<file path="src/rtl/ptp_round_scheduler.sv">
// rtl/ptp_round_scheduler.sv - shared-medium piezo ping/listen round sequencer
//
// Walks the channels set in chan_mask in ascending order. For each channel it
// runs one exchange: a ping burst, then a listen window with self-ring
// blanking and a timeout, then a guard ring-down interval.
//
// Ports:
//   clock          system clock
//   reset          synchronous active-high reset
//   enable         level; low aborts activity and blocks start
//   start          single-cycle round request
//   chan_mask      channels to service, sampled on the accepted start
//   piezo_out      one-hot (or zero) ping drive
//   piezo_in       per-channel receive comparator (already synchronised)
//   busy           high from the cycle after an accepted start until idle
//   result_valid   one-cycle pulse per serviced channel
//   result_chan    channel of the current result
//   result_time    cycles from first ping cycle to detection, all-ones on timeout
//   result_timeout qualifies result_valid: 1 = no response
//   round_done     one-cycle pulse after the last channel's guard
module ptp_round_scheduler #(
   parameter int N_CH     = 4,
   parameter int PING_LEN = 5000,
   parameter int BLANK    = 7000,
   parameter int TIMEOUT  = 2000000,
   parameter int GUARD    = 2000
) (
   input  logic                    clock,
   input  logic                    reset,
   input  logic                    enable,
   input  logic                    start,
   input  logic [N_CH-1:0]         chan_mask,
   output logic [N_CH-1:0]         piezo_out,
   input  logic [N_CH-1:0]         piezo_in,
   output logic                    busy,
   output logic                    result_valid,
   output logic [$clog2(N_CH)-1:0] result_chan,
   output logic [31:0]             result_time,
   output logic                    result_timeout,
   output logic                    round_done
);

   localparam int CH_W = $clog2(N_CH);

   localparam logic [31:0] PING_LAST  = 32'(PING_LEN - 1);
   localparam logic [31:0] BLANK_C    = 32'(BLANK);
   localparam logic [31:0] TO_LAST    = 32'(TIMEOUT - 1);
   localparam logic [31:0] GUARD_LAST = 32'(GUARD - 1);

   typedef enum logic [1:0] {
      S_IDLE,
      S_PING,
      S_LISTEN,
      S_GUARD
   } state_t;

   state_t            state_q, state_d;
   logic [31:0]       cnt_q, cnt_d;
   logic [N_CH-1:0]   pend_q, pend_d;     // channels still to service this round
   logic [CH_W-1:0]   ch_q, ch_d;
   logic [N_CH-1:0]   rem;                // pending channels after the current one

   logic [N_CH-1:0]   piezo_out_d;
   logic              busy_d;
   logic              result_valid_d;
   logic [CH_W-1:0]   result_chan_d;
   logic [31:0]       result_time_d;
   logic              result_timeout_d;
   logic              round_done_d;

   function automatic logic [CH_W-1:0] lowest_set(input logic [N_CH-1:0] v);
      logic [CH_W-1:0] idx;
      idx = '0;
      for (int i = N_CH - 1; i >= 0; i--) begin
         if (v[i]) idx = CH_W'(i);
      end
      return idx;
   endfunction

   function automatic logic [N_CH-1:0] ch_onehot(input logic [CH_W-1:0] c);
      logic [N_CH-1:0] v;
      v    = '0;
      v[c] = 1'b1;
      return v;
   endfunction

   always_comb begin
      state_d          = state_q;
      cnt_d            = cnt_q;
      pend_d           = pend_q;
      ch_d             = ch_q;
      piezo_out_d      = piezo_out;
      busy_d           = busy;
      result_valid_d   = 1'b0;
      result_chan_d    = result_chan;
      result_time_d    = result_time;
      result_timeout_d = result_timeout;
      round_done_d     = 1'b0;
      rem              = pend_q & ~ch_onehot(ch_q);

      case (state_q)
         S_IDLE: begin
            if (start && (chan_mask != '0)) begin
               pend_d      = chan_mask;
               ch_d        = lowest_set(chan_mask);
               state_d     = S_PING;
               cnt_d       = '0;
               piezo_out_d = ch_onehot(lowest_set(chan_mask));
               busy_d      = 1'b1;
            end
         end

         S_PING: begin
            cnt_d = cnt_q + 32'd1;
            if (cnt_q == PING_LAST) begin
               state_d     = S_LISTEN;
               piezo_out_d = '0;
            end
         end

         S_LISTEN: begin
            // Detection is tested first so it wins over a same-cycle timeout.
            if (piezo_in[ch_q] && (cnt_q >= BLANK_C)) begin
               result_valid_d   = 1'b1;
               result_chan_d    = ch_q;
               result_time_d    = cnt_q;
               result_timeout_d = 1'b0;
               state_d          = S_GUARD;
               cnt_d            = '0;
            end else if (cnt_q == TO_LAST) begin
               result_valid_d   = 1'b1;
               result_chan_d    = ch_q;
               result_time_d    = 32'hFFFF_FFFF;
               result_timeout_d = 1'b1;
               state_d          = S_GUARD;
               cnt_d            = '0;
            end else begin
               cnt_d = cnt_q + 32'd1;
            end
         end

         S_GUARD: begin
            if (cnt_q == GUARD_LAST) begin
               cnt_d = '0;
               if (rem != '0) begin
                  pend_d      = rem;
                  ch_d        = lowest_set(rem);
                  state_d     = S_PING;
                  piezo_out_d = ch_onehot(lowest_set(rem));
               end else begin
                  pend_d       = '0;
                  state_d      = S_IDLE;
                  busy_d       = 1'b0;
                  round_done_d = 1'b1;
               end
            end else begin
               cnt_d = cnt_q + 32'd1;
            end
         end

         default: begin
            state_d = S_IDLE;
         end
      endcase

      // Abort: the in-flight exchange produces nothing; earlier results stay.
      if (!enable) begin
         state_d          = S_IDLE;
         cnt_d            = '0;
         piezo_out_d      = '0;
         busy_d           = 1'b0;
         result_valid_d   = 1'b0;
         result_chan_d    = result_chan;
         result_time_d    = result_time;
         result_timeout_d = result_timeout;
         round_done_d     = 1'b0;
      end
   end

   always_ff @(posedge clock) begin
      if (reset) begin
         state_q        <= S_IDLE;
         cnt_q          <= '0;
         pend_q         <= '0;
         ch_q           <= '0;
         piezo_out      <= '0;
         busy           <= 1'b0;
         result_valid   <= 1'b0;
         result_chan    <= '0;
         result_time    <= '0;
         result_timeout <= 1'b0;
         round_done     <= 1'b0;
      end else begin
         state_q        <= state_d;
         cnt_q          <= cnt_d;
         pend_q         <= pend_d;
         ch_q           <= ch_d;
         piezo_out      <= piezo_out_d;
         busy           <= busy_d;
         result_valid   <= result_valid_d;
         result_chan    <= result_chan_d;
         result_time    <= result_time_d;
         result_timeout <= result_timeout_d;
         round_done     <= round_done_d;
      end
   end

endmodule

</file>
<file path="config.mk">
export PLATFORM = sky130hd
export DESIGN_NAME = ptp_round_scheduler
export DESIGN_NICKNAME = d
export VERILOG_FILES = /design/src/rtl/ptp_round_scheduler.sv
export SDC_FILE = /design/constraint.sdc
export NUM_CORES = 1
export LEC_CHECK = 0
export ABC_CLOCK_PERIOD_IN_PS = 3200
export CAP_MARGIN = 30
export CORE_ASPECT_RATIO = 0.75
export CORE_MARGIN = 3
export CORE_UTILIZATION = 45
export CTS_BUF_LIST = sky130_fd_sc_hd__clkbuf_4 sky130_fd_sc_hd__clkbuf_8
export DETAILED_ROUTE_END_ITERATION = 16
export PLACE_DENSITY = 0.67
export REMOVE_ABC_BUFFERS = 1
export SYNTH_ARGS = -nofsm -noshare
export SYNTH_HDL_FRONTEND = slang
export SYNTH_SLANG_ARGS = --single-unit
</file>
<file path="constraint.sdc">
create_clock -name clock -period 3.2 [get_ports clock]
set_input_delay 0.64 -clock clock [delete_from_list [all_inputs] [get_ports clock]]
set_output_delay 0.64 -clock clock [all_outputs]
set_load 0.005 [all_outputs]
</file>
==> results.toml <==
[cells_and_area]
filler_cell_count = 813
layout-drive-gt1-share_pct = 7.73
multi_input_comb_area_um2 = 2160
antenna-diode-count = 0
final_cell_mix = "nor2_1, dfxtp_1, clkdlybuf4s50_1"
final_nets = 569
final_core_util_pct = 56.1
final-seq-area_um2 = 1640
mostFrequentLayoutCell = "nor2_1"
area_growth_pct = 19.5

[setup_path]
r2r-end = "piezo_out[0]"
worstSetupStartpoint = "cnt_q[0]"
worstPathArrival_ps = 3210
category_of_the_worst_setup_path_launch_point = "flip-flop"
crit_path_end_kind = "flip-flop"
timing.rr.start = "cnt_q[0]"
worst-r2r-setup-slack_ps = 250
worstSetupPathType = "reg2reg"
worst_path_required_time_ps = 3460
worst_reg2reg_path_length_in_cells = 8
highest_fanout_seen_on_the_critical_path = 9

[synthesis]
dominantRegCellSynth = "dfxtp_1"
post_synth_inst_count = 513
avgSynthCellArea_um2 = 7.87
synth-edff-count = 0
post_synth_instance_area_um2 = 4040
share_of_flip_flops_with_an_asynchronous_set_or_reset_after_synthesis_pct = 0
synth.distinct_cells = 60
synth_sequential_area_ratio_pct = 40.6
yosys_register_bits = 82
yosys_warnings = 0

[floorplan]
floorplan.die.height_um = 88.0
io-pin-count = 54
placeableCoreArea_um2 = 8600
floorplan.initialDensity_pct = 47.0
width_of_the_die_um = 115
number_of_rows_in_the_core_area = 29
floorplan.die_area_um2 = 10200

[power]
p_leak_nw = 1.70
worst_ir_drop_vdd_v = 0.000220
power.density_nw_per_um2 = 414

[timing]
tns_ps = 0
timing.max_slew.rel_slack_pct = 47.7
min_period_ps = 2950
grt_setup_unrepaired = "no"
layout_worst_path_cycle_share_pct = 92.3
post-route-worst-setup-slack_ps = 247
whs_ps = 492
finalHoldViolCount = 0
report.final.setup_viol = 0
skew_ps = 9.51
clock.fmax_ghz = 0.339
number_of_pins_exceeding_their_max_slew_limit_in_the_final_report = 0
max_slew.worst_pin.slew_ps = 785

[placement]
gp_routability_congestion = 0.917
place_worst_setup_slack_ps = 272
io_buffers = 53
place.detailed.hpwl_mm = 7.35

[global_route]
vias_in_the_first_global_route = 3416
grt_start_max_net_pins = 44
grt_first_pass_wirelength_mm = 17.1
grt-ovfl-total = 0
antenna_found_initial = 0
track_usage_pct = 21.3

[clock_network]
tritoncts.num_buffers = 9
cts-root-buf = "clkbuf_8"
clk_path_buf_depth = 2
cts.reportedPaths.clkPinSlew_ps = 80
ctsHtreeMaxLevel = 3
cts_tree = "done"
tritoncts_num_sinks = 82
worst_skew_pair.late_latency_ps = 370
postCtsSetupBuffers = 0
cts.hold.buffers_added = 0
ctsResizeCount = 0

[detailed_routing]
dr.pass1.iters = 4
drt_drc_violations_left = 0
vias = 3764
wire_per_inst_um = 15.8
wl_mm = 10.5
via_per_inst = 5.67
antenna_left = 0
drt-initial-drc-count = 251

[run_status]
run_status = "completed"

[min_path]
hold-path-cell-count = 2
min_to = "result_time[9]"
hp-class = "reg2reg"
worstHoldStart = "result_time[9]"

[run]
maxCapViolCount = 0
-- cells in the mapped netlist, types with 3 or more instances --
cell type  instances  area, µm²
mux2i_1            8       80.1
nor2_1            90        338
o21ai_1            4       20.0
a41oi_1            3       26.3
nand2b_1           6       37.5
o311ai_0           3       26.3
a31oi_1           19        119
a22oi_1            4       30.0
ha_1               6       75.1
nor3_1            38        190
nand4_1            8       50.1
and2_1             6       37.5
dfxtp_1           82       1640
nor2b_1            4       25.0
a211o_1            3       26.3
o21ai_0           21        105
clkbuf_1          24       90.1
nand3_1           21        105
or3_1             12       75.1
buf_6              5       56.3
inv_1             17       63.8
a21oi_1           21        105
nand2_1           47        176
and3_1             6       37.5
and4_1             5       43.8
buf_2              5       25.0
-- power by group --
group | internal, mW | leakage, nW | switching, mW
Clock | 0.429 | 0.111 | 0.366
Combinational | 0.0653 | 0.927 | 0.0889
Sequential | 1.03 | 0.662 | 0.0165
-- cell type report --
| class | count | share of cell area [%] |
|---|---|---|
| sequential | 82 | 34.0 |
| clock inverter | 2 | 0.726 |
| clock buffer | 14 | 3.60 |
| inverter | 17 | 1.32 |
| tap | 108 | 2.80 |
| timing repair buffer | 62 | 12.7 |
| multi-input combinational | 379 | 44.9 |
-- layer usage --
metal  vias up  wire (µm)  GRT usage, %
met4         0        159          6.61
met2       105       4230          30.3
met5         -          0             0
met1      1757       5420          31.0
li1       1884          -             -
met3        18        661          6.28
-- kinds of logic (layout without fill, tap and decap cells) --
group,after synthesis,after routing,synth area share (%)
simple gates,266,266,33.1
buf+inv,52,95,5.95
mux,10,10,2.82
compound gates,95,95,15.2
fa+ha+maj,6,6,1.86
flops,82,82,40.6
xor+xnor,2,2,0.434
-- critical path: stages, from the launching register on --
cell      delay [ps]
dfxtp_1          480
ha_1             290
nand4b_1         120
or4_1            410
or4_1            410
a211o_1          320
or3b_1           490
a311oi_2         260
nor3_2            60
-- per-stage QoR --
| step | total power [mW] | instance area, µm² | std cells |
|---|---|---|---|
| final | 2.00 | 4820 | 664 |
| after global routing | 2.06 | 4820 | 664 |
| after detailed placement | 1.22 | 4620 | 648 |
| after global placement | 1.22 | 4620 | 648 |
| after floorplan | 1.16 | 3860 | 478 |
| after CTS | 2.01 | 4820 | 664 |
-- how the worst max path moves through the flow --
stage          slack (ps)      endpoint  cells past startpoint
4_1_cts               260  piezo_out[0]                      8
6_report              250  piezo_out[0]                      8
3_3_place_gp          350     cnt_q[16]                      7
2_1_floorplan          70     cnt_q[21]                      6
5_1_grt               100  piezo_out[0]                      8
3_5_place_dp          270     cnt_q[20]                      7
-- flip-flops by register name (all words and copies together), names as in the netlist --
name / cells
result_valid: 1
pend_q: 4
state_q: 2
result_timeout: 1
piezo_out: 4
round_done: 1
ch_q: 2
result_chan: 2
result_time: 32
busy: 1
cnt_q: 32
No activity file was read; power rests on OpenSTA's default activity.
==> RTL edit (same flow settings) <==
Change the parameter `PING_LEN` from 5000 to 2500.
--- a/src/rtl/ptp_round_scheduler.sv
+++ b/src/rtl/ptp_round_scheduler.sv
@@ -21,5 +21,5 @@
 module ptp_round_scheduler #(
    parameter int N_CH     = 4,
-   parameter int PING_LEN = 5000,
+   parameter int PING_LEN = 2500,
    parameter int BLANK    = 7000,
    parameter int TIMEOUT  = 2000000,
Behaviour: same outputs for any inputs over 10 cycles, from zero or initial values and one cycle with reset high; that may be too few to reach the edited logic, so the function may still have changed.
==> RTL edit against the unedited design <==
- via count is 3.8% higher
- die area is essentially flat
- final area grew 0.91%
- hold slack gained 0.0040 ns
- clock skew fell by 0.0032 ns
- worst setup slack gained 0.32 ns
- clock power up 3.0%
- power is 1.2% higher
- sequential cell count unchanged
- wire length down 1.2%
- cell count grew 1.2%
- critical path depth is 1 higher
- synthesized area about the same
- critical path type unchanged
==> RTL edit: results (changes against the unedited design) <==
htree depth - 3 (unchanged)
main area contributors after synthesis - sky130_fd_sc_hd__dfxtp_1 (41%), sky130_fd_sc_hd__nor2_1 (6.8%), sky130_fd_sc_hd__nand2_1 (4.9%)
global-route total usage across every layer - 21.4% (+0.086 points)
Detail Placement HPWL - 7.49 mm (+1.9%)
layout cell share with drive strength beyond 1 - 7.27% (-0.46 points)
Seq/Total Area, Yosys - 40.6% (about the same)
clock latency on the worst-skew pair - 0.36 ns
Net count, final - 579 (+1.8%)
startpoint of the worst-slack reg-to-reg timing path - cnt_q[21]$_SDFFE_PP0P_
Iter 0 DRT Violations - 212 (-16%)
Met1 Routed Length - 5.18 mm (-4.3%)
async set-or-reset flop fraction in the synthesized netlist - 0% (unchanged)
total met2 wirelength after detailed routing - 4.36 mm (+3.1%)
end of the worst register-to-register path - cnt_q[24]$_SDFFE_PP0P_
global-route wire length before repair - 17.5 mm (+2.5%)
Avg Inst Size Synth - 7.77 um2 (-1.3%)
launch instance of the worst min-delay path - result_timeout$_SDFFE_PP0P_
CTS Root Cell - sky130_fd_sc_hd__clkbuf_8
setup slack of the most critical reg-to-reg path - 0.57 ns (+0.32 ns)
pre-CTS setup slack - 0.445 ns (+0.173 ns)
leakage - 1.56 nW (-8.3%)
Worst path slowest cell - sky130_fd_sc_hd__nor4_1
Via Count - 3906 (+3.8%)
most numerous cell types in the synthesized netlist - sky130_fd_sc_hd__dfxtp_1 (82), sky130_fd_sc_hd__nor2_1 (73), sky130_fd_sc_hd__nand2_1 (53), sky130_fd_sc_hd__nor3_1 (39), sky130_fd_sc_hd__inv_1 (29)
Worst Hold Endpoint - result_timeout$_SDFFE_PP0P_
reported net switching power - 0.465 mW (-1.3%)
Clk pwr share - 40.5% (+0.7 points)
Hold Worst Slack - 0.496 ns (+0.00399 ns)
Avg WL per Cell - 15.4 um (-2.4%)
initial antenna violation count - 0 (unchanged)
Routed met3 length - 661 um (unchanged)
biggest registers after layout - cnt_q: 32 flops, result_time: 32 flops
post-cts sizing count - 0 (unchanged)
stage delay of the slowest cell on the critical path - 0.45 ns (-0.04 ns)
largest net degree at the start of global routing - 49 (+11%)
run status - complete, no violations
worst min path class - reg -> reg
number of fill cells - 841 (+3.4%)
Max transition margin - 58.6% (+11 points)
maximum fanout along the worst path - 48 (+39)
number of cells after detailed placement - 658 (+1.5%)
final instance count without filler cells - 672 (+1.2%)
largest clock skew in the final design - 0.00636 ns (-0.00316 ns)
CP arrival - 2.91 ns (-0.30 ns)
peak ir drop on the vdd network - 0.217 mV (-1.6%)
Combinational Power Share - 7.5% (-0.2 points)
setup bufs post-CTS - 0 (unchanged)
RD Place Congestion - 0.902 (-1.6%)
CTS clock-pin slew for the worst setup and hold paths - 0.08 ns (about the same)
FF-to-FF path depth - 9 (+1)
vias in the first global route - 3590 (+5.1%)
Synth cell types - 58 (-3.3%)
Hold Path Depth - 2 (unchanged)
-- RTL edit: cell types whose count changed after synthesis, moves of 4 or more --
cell	delta
sky130_fd_sc_hd__o21ai_0	+6
sky130_fd_sc_hd__a21oi_1	+4
sky130_fd_sc_hd__inv_1	+12
sky130_fd_sc_hd__buf_6	-5
sky130_fd_sc_hd__nor2_1	-17
sky130_fd_sc_hd__a211oi_1	+21
sky130_fd_sc_hd__a32oi_1	+4
sky130_fd_sc_hd__and2_1	-5
sky130_fd_sc_hd__or3_1	-11
sky130_fd_sc_hd__nand2_1	+6
-- RTL edit: worst max path at each step --
stage                                       from                           end  slack [ns]  depth (start not counted)
after detailed placement             piezo_in[0]  result_time[29]$_SDFFE_PP0P_        0.45                          7
after CTS                 cnt_q[13]$_SDFFE_PP0P_     piezo_out[0]$_SDFFE_PP0P_        0.58                          7
after floorplan           cnt_q[13]$_SDFFE_PP0P_        cnt_q[24]$_SDFFE_PP0P_       -0.27                          7
final                     cnt_q[21]$_SDFFE_PP0P_        cnt_q[24]$_SDFFE_PP0P_        0.57                          9
after global routing      cnt_q[21]$_SDFFE_PP0P_        cnt_q[21]$_SDFFE_PP0P_        0.28                          9
after global placement               piezo_in[0]  result_time[31]$_SDFFE_PP0P_        0.49                          7
-- RTL edit: layout make-up --
type                            instances  area (um2)  share of cell area, %
Clock buffer                           11         145                   2.98
Inverter                               29         109                   2.24
Sequential cell                        82        1640                   33.7
Timing Repair Buffer                   64         613                   12.6
Clock inverter                          3        65.1                   1.34
Multi-Input combinational cell        375        2160                   44.4
Tap cell                              108         135                   2.78
-- RTL edit: critical path, delay by kind of cell (launching register included) --
| kind | cells | cell delay [ns] |
|---|---|---|
| AOI/OAI and AO/OA | 5 | 0.74 |
| buffers and inverters | 2 | 0.59 |
| DFF | 1 | 0.40 |
| and+or+nand+nor | 2 | 0.80 |
-- RTL edit: per-stage QoR --
stage	power [mW]	utilization [%]	setup TNS, ns	area, um2
2_1_floorplan	1.16	-	-4.44	3900
3_3_place_gp	1.22	54.2	0	4660
3_5_place_dp	1.22	54.2	0	4660
4_1_cts	2.04	56.6	0	4870
5_1_grt	2.09	56.6	0	4870
6_report	2.02	56.6	0	4870
-- RTL edit: logic make-up after synthesis --
family | synth area share [%]
muxes | 1.52
xor gates and xnor gates | 0.434
buffers and inverters | 6.07
adders and majority gates | 1.86
and+or+nand+nor | 27.8
DFF | 40.6
AOI/OAI and AO/OA | 21.7
-- RTL edit: routing by layer --
metal,vias up,global-route usage (%)
li1,1948,-
met1,1816,30.7
met3,13,5.87
met2,129,31.5
met5,-,0
met4,0,6.29
